==> src/rtl/iob_dbus_wbuf.sv <==
// iob_dbus_wbuf: posted-write buffer on the CPU IOb data bus. Writes are acked on FIFO entry, reads wait for drain.
// Define IOB_DBUS_WBUF_STATS_EN to add the stall_cnt / wr_cnt performance counter ports.
module iob_dbus_wbuf #(
    parameter int unsigned ADDR_W  = 32,
    parameter int unsigned DATA_W  = 32,
    parameter int unsigned WBUF_AW = 2
) (
    input  logic                clk,
    input  logic                rst,
    input  logic                u_valid,
    input  logic [ADDR_W-1:0]   u_addr,
    input  logic [DATA_W-1:0]   u_wdata,
    input  logic [DATA_W/8-1:0] u_wstrb,
    output logic [DATA_W-1:0]   u_rdata,
    output logic                u_ready,
    output logic                d_valid,
    output logic [ADDR_W-1:0]   d_addr,
    output logic [DATA_W-1:0]   d_wdata,
    output logic [DATA_W/8-1:0] d_wstrb,
    input  logic [DATA_W-1:0]   d_rdata,
    input  logic                d_ready,
    output logic                wbuf_empty
`ifdef IOB_DBUS_WBUF_STATS_EN
    ,
    output logic [31:0]         stall_cnt,
    output logic [31:0]         wr_cnt
`endif
);

    localparam int unsigned STRB_W = DATA_W / 8;
    localparam int unsigned PTR_W  = WBUF_AW + 1;
    localparam int unsigned DEPTH  = 2 ** WBUF_AW;

    typedef enum logic [1:0] {
        IDLE = 2'd0,
        WR   = 2'd1,
        RD   = 2'd2
    } state_t;

    state_t state, state_nxt;

    logic [ADDR_W-1:0] mem_addr  [DEPTH];
    logic [DATA_W-1:0] mem_wdata [DEPTH];
    logic [STRB_W-1:0] mem_wstrb [DEPTH];

    logic [PTR_W-1:0]   wr_ptr, rd_ptr, wr_ptr_nxt, rd_ptr_nxt, rd_ptr_inc;
    logic [WBUF_AW-1:0] head_idx, next_idx, wr_idx;
    logic fifo_empty_c, fifo_full_c, fifo_more_c;
    logic is_write_c, push_c, pop_c, rd_accept_c, rd_done_c;

    logic                d_valid_nxt, u_ready_nxt, wbuf_empty_nxt;
    logic [ADDR_W-1:0]   d_addr_nxt;
    logic [DATA_W-1:0]   d_wdata_nxt, u_rdata_nxt;
    logic [STRB_W-1:0]   d_wstrb_nxt;

    // FIFO status and handshake qualifiers; u_ready doubles as the ack flag
    always_comb begin
        rd_ptr_inc   = rd_ptr + PTR_W'(1);
        head_idx     = rd_ptr[WBUF_AW-1:0];
        next_idx     = rd_ptr_inc[WBUF_AW-1:0];
        wr_idx       = wr_ptr[WBUF_AW-1:0];
        fifo_empty_c = (wr_ptr == rd_ptr);
        fifo_full_c  = (wr_ptr[WBUF_AW] != rd_ptr[WBUF_AW]) &&
                       (wr_ptr[WBUF_AW-1:0] == rd_ptr[WBUF_AW-1:0]);
        fifo_more_c  = (rd_ptr_inc != wr_ptr);
        is_write_c   = |u_wstrb;
        pop_c        = (state == WR) && d_ready;
        rd_done_c    = (state == RD) && d_ready;
        push_c       = u_valid && is_write_c && !u_ready && (!fifo_full_c || pop_c);
        rd_accept_c  = u_valid && !is_write_c && !u_ready && fifo_empty_c && (state == IDLE);
        wr_ptr_nxt   = wr_ptr + PTR_W'(push_c);
        rd_ptr_nxt   = rd_ptr + PTR_W'(pop_c);
    end

    // state register
    always_ff @(posedge clk) begin
        if (!rst) begin
            state <= IDLE;
        end else begin
            state <= state_nxt;
        end
    end

    // next-state logic; queued writes win over a waiting read
    always_comb begin
        state_nxt = state;
        case (state)
            IDLE: begin
                if (!fifo_empty_c) begin
                    state_nxt = WR;
                end else if (rd_accept_c) begin
                    state_nxt = RD;
                end
            end
            WR: begin
                if (pop_c && !fifo_more_c) begin
                    state_nxt = IDLE;
                end
            end
            RD: begin
                if (d_ready) begin
                    state_nxt = IDLE;
                end
            end
            default: state_nxt = IDLE;
        endcase
    end

    // next values of the registered outputs
    always_comb begin
        d_valid_nxt    = d_valid;
        d_addr_nxt     = d_addr;
        d_wdata_nxt    = d_wdata;
        d_wstrb_nxt    = d_wstrb;
        u_ready_nxt    = push_c || rd_done_c;
        u_rdata_nxt    = u_rdata;
        wbuf_empty_nxt = (wr_ptr_nxt == rd_ptr_nxt) && (state_nxt == IDLE);
        if (push_c) begin
            u_rdata_nxt = '0;
        end else if (rd_done_c) begin
            u_rdata_nxt = d_rdata;
        end
        case (state)
            IDLE: begin
                if (!fifo_empty_c) begin
                    d_valid_nxt = 1'b1;
                    d_addr_nxt  = mem_addr[head_idx];
                    d_wdata_nxt = mem_wdata[head_idx];
                    d_wstrb_nxt = mem_wstrb[head_idx];
                end else if (rd_accept_c) begin
                    d_valid_nxt = 1'b1;
                    d_addr_nxt  = u_addr;
                    d_wstrb_nxt = '0;
                end
            end
            WR: begin
                if (pop_c) begin
                    if (fifo_more_c) begin
                        d_addr_nxt  = mem_addr[next_idx];
                        d_wdata_nxt = mem_wdata[next_idx];
                        d_wstrb_nxt = mem_wstrb[next_idx];
                    end else begin
                        d_valid_nxt = 1'b0;
                    end
                end
            end
            RD: begin
                if (d_ready) begin
                    d_valid_nxt = 1'b0;
                end
            end
            default: d_valid_nxt = 1'b0;
        endcase
    end

    always_ff @(posedge clk) begin
        if (!rst) begin
            d_valid    <= 1'b0;
            d_addr     <= '0;
            d_wdata    <= '0;
            d_wstrb    <= '0;
            u_ready    <= 1'b0;
            u_rdata    <= '0;
            wbuf_empty <= 1'b1;
            wr_ptr     <= '0;
            rd_ptr     <= '0;
        end else begin
            d_valid    <= d_valid_nxt;
            d_addr     <= d_addr_nxt;
            d_wdata    <= d_wdata_nxt;
            d_wstrb    <= d_wstrb_nxt;
            u_ready    <= u_ready_nxt;
            u_rdata    <= u_rdata_nxt;
            wbuf_empty <= wbuf_empty_nxt;
            wr_ptr     <= wr_ptr_nxt;
            rd_ptr     <= rd_ptr_nxt;
        end
    end

    // FIFO storage needs no reset: only entries between the pointers are ever read
    always_ff @(posedge clk) begin
        if (push_c) begin
            mem_addr[wr_idx]  <= u_addr;
            mem_wdata[wr_idx] <= u_wdata;
            mem_wstrb[wr_idx] <= u_wstrb;
        end
    end

`ifdef IOB_DBUS_WBUF_STATS_EN
    logic stall_c;
    assign stall_c = u_valid && !u_ready && !push_c && !rd_accept_c;

    // saturating performance counters
    always_ff @(posedge clk) begin
        if (!rst) begin
            stall_cnt <= '0;
            wr_cnt    <= '0;
        end else begin
            if (stall_c && (stall_cnt != '1)) begin
                stall_cnt <= stall_cnt + 32'd1;
            end
            if (push_c && (wr_cnt != '1)) begin
                wr_cnt <= wr_cnt + 32'd1;
            end
        end
    end
`endif

endmodule

==> config.mk <==
export PLATFORM = sky130hd
export DESIGN_NAME = iob_dbus_wbuf
export DESIGN_NICKNAME = d
export VERILOG_FILES = /design/src/rtl/iob_dbus_wbuf.sv
export SDC_FILE = /design/constraint.sdc
export NUM_CORES = 1
export LEC_CHECK = 0
export BUFFER_PORTS_ARGS = -buffer_cell sky130_fd_sc_hd__buf_2
export CORE_MARGIN = 8
export CORE_UTILIZATION = 65
export CTS_BUF_LIST = sky130_fd_sc_hd__clkbuf_4 sky130_fd_sc_hd__clkbuf_8
export CTS_CLUSTER_SIZE = 10
export DETAILED_ROUTE_END_ITERATION = 16
export PLACE_DENSITY = 0.86
export SYNTH_ARGS = -nofsm -noshare
export SYNTH_HDL_FRONTEND = slang
export SYNTH_SLANG_ARGS = --single-unit
==> constraint.sdc <==
create_clock -name clk -period 16.1 [get_ports clk]
set_input_delay 2.415 -clock clk [delete_from_list [all_inputs] [get_ports clk]]
set_output_delay 2.415 -clock clk [all_outputs]
set_load 0.03 [all_outputs]
Yosys cells after proc, flatten, opt, wreduce, memory -nomap -nowiden
Memories as Yosys holds them, arrays and structs flattened. A register that Yosys moved wholly into a read port is not among the register bits.
Index checks and enable logic that the tools add are counted.
W data, S select, Z words.
{"block": "totals", "word_cells": 86, "register_bits": 111, "memories": 3, "ram_bits": 272, "in_bits": 104, "output_inout_bits": 103}
{"block": "op_classes", "n_addsub": 3, "eq_ne": 13, "mux": 30, "bitwise": 1, "n_reduce_logical": 26}
{"name": "mem_addr", "words": 4, "width": 32, "rd": 2, "rd_clocked_by_memory_dff": 1, "wr": 1, "line": "42", "rtl": "logic [ADDR_W-1:0] mem_addr [DEPTH];"}
{"name": "mem_wdata", "words": 4, "width": 32, "rd": 2, "rd_clocked_by_memory_dff": 1, "wr": 1, "line": "43", "rtl": "logic [DATA_W-1:0] mem_wdata [DEPTH];"}
{"name": "mem_wstrb", "words": 4, "width": 4, "rd": 2, "rd_clocked_by_memory_dff": 1, "wr": 1, "line": "44", "rtl": "logic [STRB_W-1:0] mem_wstrb [DEPTH];"}
{"operator": "$mux W32", "n": 7}
{"operator": "$pmux W32 S2", "n": 2}
{"operator": "$mux W4", "n": 4}
{"operator": "$mux W2", "n": 7}
{"operator": "$logic_and A1 B1 Y1", "n": 12}
{"operator": "$reduce_and A4 Y1", "n": 3}
{"operator": "$ne A2 B2 Y1 const B", "n": 5}
{"operator": "$pmux W4 S2", "n": 1}
{"operator": "$mux W1", "n": 7}
{"operator": "$add A3 B1 Y3", "n": 2}
{"operator": "$eq A3 B3 Y1", "n": 2}
{"operator": "$pmux W2 S3", "n": 1}
{"operator": "$logic_not A1 Y1", "n": 4}
{"operator": "$logic_not A2 Y1", "n": 2}
{"operator": "$reduce_or A4 Y1", "n": 1}
{"operator": "$add A3 B1 Y3 const B", "n": 1}
{"operator": "$ne A3 B3 Y1", "n": 1}
{"operator": "$ne A3 B3 Y1 const B", "n": 1}
{"operator": "$pmux W1 S3", "n": 1}
{"operator": "$eq A2 B1 Y1 const B", "n": 1}
{"operator": "$eq A2 B2 Y1", "n": 1}
{"operator": "$eq A2 B2 Y1 const B", "n": 1}
{"operator": "$logic_or A1 B1 Y1", "n": 2}
{"operator": "$reduce_bool A2 Y1", "n": 1}
{"operator": "other kinds (3)", "n": 3}

Depth between registers and ports, before layout
{"block": "depth", "word_depth": 11, "ltp_mapped": 11, "depth_no_buf": 10}

Worst setup path before layout
OpenSTA, ideal clock, no wires.
{"block": "synth_path", "kind": "input to register", "startpoint": "in d_ready", "endpoint": "mem mem_addr[2][0] (enable)", "n_path_buf": 0, "setup_time_ps": 592, "stages": 3, "path_slack_ps": 7526, "t_arrival_ps": 7982, "t_required_ps": 15508, "path_cell_list": "a2111oi_0 > or3_1 > nor3b_1"}
{"block": "synth_via", "elab_chain_cells": 5}
{"item": "from (decl)", "line": "21", "rtl": "input logic d_ready,"}
{"item": "$logic_and A1 B1 Y1", "line": "67", "rtl": "pop_c = (state == WR) && d_ready;"}
{"item": "$logic_or A1 B1 Y1", "line": "69", "rtl": "push_c = u_valid && is_write_c && !u_ready && (!fifo_full_c || pop_c);"}
{"item": "$logic_and A1 B1 Y1", "line": "69"}
{"item": "$mux W1", "line": "182", "rtl": "if (push_c) begin"}
{"item": "$mux W1 (not written as such)", "line": "183", "rtl": "mem_addr[wr_idx] <= u_addr;"}
{"item": "to (decl)", "line": "42"}
No other way between the ends.

Worst setup path after layout
{"block": "layout_path", "startpoint": "in u_wstrb[1]", "endpoint": "reg wbuf_empty"}
{"block": "layout_via", "elab_chain_cells": 11, "word_cells_on_any_way": 16, "classes_between": "add/sub: 1; eq/ne: 1; mux: 3; reduce/logical: 11"}
{"item": "from (decl)", "line": "13", "rtl": "input logic [DATA_W/8-1:0] u_wstrb,"}
{"item": "$reduce_or A4 Y1 (*)", "line": "66", "rtl": "is_write_c = |u_wstrb;"}
{"item": "$logic_not A1 Y1", "line": "70", "rtl": "rd_accept_c = u_valid && !is_write_c && !u_ready && fifo_empty_c && (state == IDLE);"}
{"item": "$logic_and A1 B1 Y1 (4 in a row)", "line": "70"}
{"item": "$mux W2", "line": "91", "rtl": "end else if (rd_accept_c) begin"}
{"item": "$mux W2", "line": "89", "rtl": "if (!fifo_empty_c) begin"}
{"item": "$pmux W2 S3", "line": "87", "rtl": "case (state)"}
{"item": "$logic_not A2 Y1", "line": "117", "rtl": "wbuf_empty_nxt = (wr_ptr_nxt == rd_ptr_nxt) && (state_nxt == IDLE);"}
{"item": "$logic_and A1 B1 Y1 (*)", "line": "117"}
{"item": "to (signal assigned)", "line": "174", "rtl": "wbuf_empty <= wbuf_empty_nxt;"}
{"item": "to (decl)", "line": "22", "rtl": "output logic wbuf_empty"}
Every way passes the cells marked *; elsewhere a longest branch is shown, timed or not.
A chain may end at the register's enable or synchronous reset.

==> key figures <==
Status
  – Status: complete, no violations

Worst setup path
  – Slowest stage cell, crit path: nor4_2
  – Crit path max fanout: 5
  – CP Cell Sequence: buf_2 > nor4_2 > or3_1 > inv_1 > ha_1 > ha_1 > xnor2_1 > xnor2_1 > a31oi_1 > a211oi_1
  – Crit path DAT: 5.04 ns
  – Worst setup EP type: flip-flop
  – WP data required: 16.59 ns
  – Startpoint type of the worst setup path: input port
  – Family with the most delay on the worst path: simple AND/OR/NAND/NOR gates
  – Worst path max stage delay: 0.90 ns
  – CP Class: input port to flip-flop
  – Worst Path Buf+Inv: 2

Place
  – Routability cong.: 0.8256
  – DP Wirelength: 25200 µm
  – Placed cell area: 18360 µm²
  – I/O Buffers: 206

Detailed routing
  – Wire per inst: 25.30 µm
  – Vias per cell: 6.823
  – DRC Markers: 0
  – Via count: 11327
  – Total length of routed wires: 41990 µm
  – Post-route antenna net violation count: 0
  – Drt pass-1 iters: 5
  – Iter 0 DRT Violations: 1155

STA
  – Worst slew pin tran: 1.259 ns
  – Fin crit share: 0.2826
  – Final hold vios: 0
  – Tmin final: 4.549 ns
  – RSZ-0062 raised after global routing: no
  – Setup TNS: 0 ns
  – Slew headroom: 0.1606
  – Pins Over Slew Limit: 0
  – Skew final: 0.03244 ns
  – Final setup violation count: 0
  – Max Clk Rate: 219.8 MHz

Clock network
  – Maximum clock path buffer count: 3
  – Postcts setup bufs: 0
  – Hold_buf cts: 0
  – CTS buffer count: 59
  – # H-tree levels: 2
  – Clock Latency Late Sink: 0.59 ns
  – CTS sink count: 383
  – Worst-path clk slew: 0.06 ns
  – Clk root buf: clkbuf_8
  – Post-CTS Resized: 0
  – TritonCTS clock tree: built

Hold path
  – Hold crit path type: flip-flop to flip-flop

Power and ir drop
  – Peak VDD IR: 0.00009822 V
  – Pwr Density: 136.9 nW/µm²
  – Static leakage: 7.147 nW
  – Design Power: 2.678 mW

Synth
  – Largest family of logic cells by synthesized area: multiplexers
  – Syn_nets: 1201
  – Mux contribution to synthesized area: 0.1982
  – Synth cell count leaders: edfxtp_1, mux4_2, dfxtp_1, nand2_1, clkbuf_1
  – Asr flop ratio synth: 0
  – Count leader, synth: edfxtp_1
  – Largest cells by area after synthesis: edfxtp_1, mux4_2, dfxtp_1
  – Cell taking the most area after synthesis: edfxtp_1
  – Synthesized area per cell: 15.63 µm²
  – Complex-gate fraction of the synthesized area: 0.1178
  – Yosys warning total: 0
  – Synthesized instance count: 1092
  – Simple-gate share of the synthesized area: 0.03431
  – Flops & latches, synth: 383
  – Sequential share of the synthesized area: 0.6087
  – Synthesized area: 17070 µm²
  – Synth unique cells: 42
  – Share of the synthesized area in the top cell type: 0.4785
  – XOR/XNOR share of the synthesized area: 0.008063
  – Adder-Cell Fraction of Synth Area: 0.003665
  – Dominant synthesized flop cell: edfxtp_1
  – Post-synth EDFFs: 272

Floorplan
  – Die X: 178.1 µm
  – Rows: 59
  – Core box area: 25910 µm²
  – Die height: 178.1 µm
  – Initial Util: 0.6587
  – DIE AREA: 31700 µm²
  – Ports: 207

Final layout
  – Fillcell total: 1489
  – Final #Nets: 1384
  – Fin area: 19570 µm²
  – Share of layout cells above drive strength 1: 0.3684
  – Layout area overhead: 14.65%

GRT
  – Total gr overflow: 0
  – Pin count of the biggest net entering global routing: 69
  – Total track usage: 0.2605
  – Initial antenna violation count: 4
  – Number of global-route vias before repair: 12044
  – Global-route wire length before repair: 64420 µm

Flow run
  – Max Cap Violations: 0
cells in the final DEF (no fill, tap or decap), drive strengths merged, types with 6 or more instances in the layout:
master	synthesis	final
edfxtp	272	272
buf	41	225
mux4	136	136
dfxtp	111	111
nand2	103	103
clkbuf	62	92
a21oi	34	34
a211oi	33	33
o21ai	33	33
o31ai	33	33
o22ai	33	33
o31a	32	32
o21a	32	32
mux2i	32	32
o211a	32	32
clkinv	0	14
xnor2	9	9
nand3	7	7
a31oi	6	6
per-stage QoR:
stage	hold slack [ns]	util	std cells	setup WS, ns
final	0.4507	0.7552	1660	11.55
after global routing	0.4728	0.7551	1659	11.33
after CTS	0.4523	0.7549	1657	11.64
after detailed placement	0.4441	0.7084	1549	11.06
after global placement	0.4382	0.7084	1549	11.19
after floorplan	0.5336	-	1092	7.526
final cells by class:
cell class	instances	area, µm²	share of cell area
Clock inverter	16	101.3	0.005179
Sequential cell	383	10400	0.5313
Clock buffer	92	1104	0.05639
Inverter	4	15.01	0.0007673
Antenna cell	3	7.507	0.0003836
Multi-Input combinational cell	602	6349	0.3244
Tap cell	335	419.2	0.02142
Timing Repair Buffer	225	1176	0.06010
per-layer routing:
layer | GRT usage | wire (µm)
met3 | 0.05440 | 4144
met1 | 0.3344 | 15760
met4 | 0.1056 | 1099
met2 | 0.4306 | 20970
met5 | 0 | 22
final timing paths:
| path | cells past startpoint | startpoint | slack [ns] | end |
|---|---|---|---|---|
| worst max-delay path | 10 | u_wstrb[1] | 11.55 | wbuf_empty |
| worst min-delay path | 2 | u_rdata[19] | 0.45 | u_rdata[19] |
| worst max register to register | 7 | rd_ptr[0] | 11.58 | d_wdata[8] |
| worst min register to register | 2 | u_rdata[19] | 0.45 | u_rdata[19] |
cells by family (layout without fill, tap and decap cells):
kind of cell | count (synthesis) | after routing
AOI/OAI and AO/OA | 278 | 278
xor gates and xnor gates | 14 | 14
adders and majority gates | 5 | 5
buffers and inverters | 107 | 337
DFF | 383 | 383
muxes | 168 | 168
other | 0 | 3
and+or+nand+nor | 137 | 137
worst register-to-register path: cells and delay by family (launching register included):
family	cells	cell delay [ns]
flip-flops	1	0.69
XOR/XNOR	1	0.42
AND/OR/NAND/NOR	1	0.47
AO/OA/AOI/OAI	2	1.06
buffers and inverters	3	1.82
report_power, final:
| group | internal [mW] | switching (mW) | leakage, nW |
|---|---|---|---|
| clock network | 0.450 | 0.361 | 0.651 |
| logic | 0.250 | 0.411 | 3.10 |
| registers | 1.15 | 0.0598 | 3.40 |
| total | 1.85 | 0.832 | 7.15 |
registers in the layout, indices dropped and copies added, names as in the netlist:
register	count
mem_wdata	128
d_addr	32
u_rdata	32
rd_ptr	3
d_valid	1
mem_addr	128
mem_wstrb	16
wr_ptr	3
d_wdata	32
u_ready	1
state	2
wbuf_empty	1
d_wstrb	4
Power figures use the tool's default switching activity.
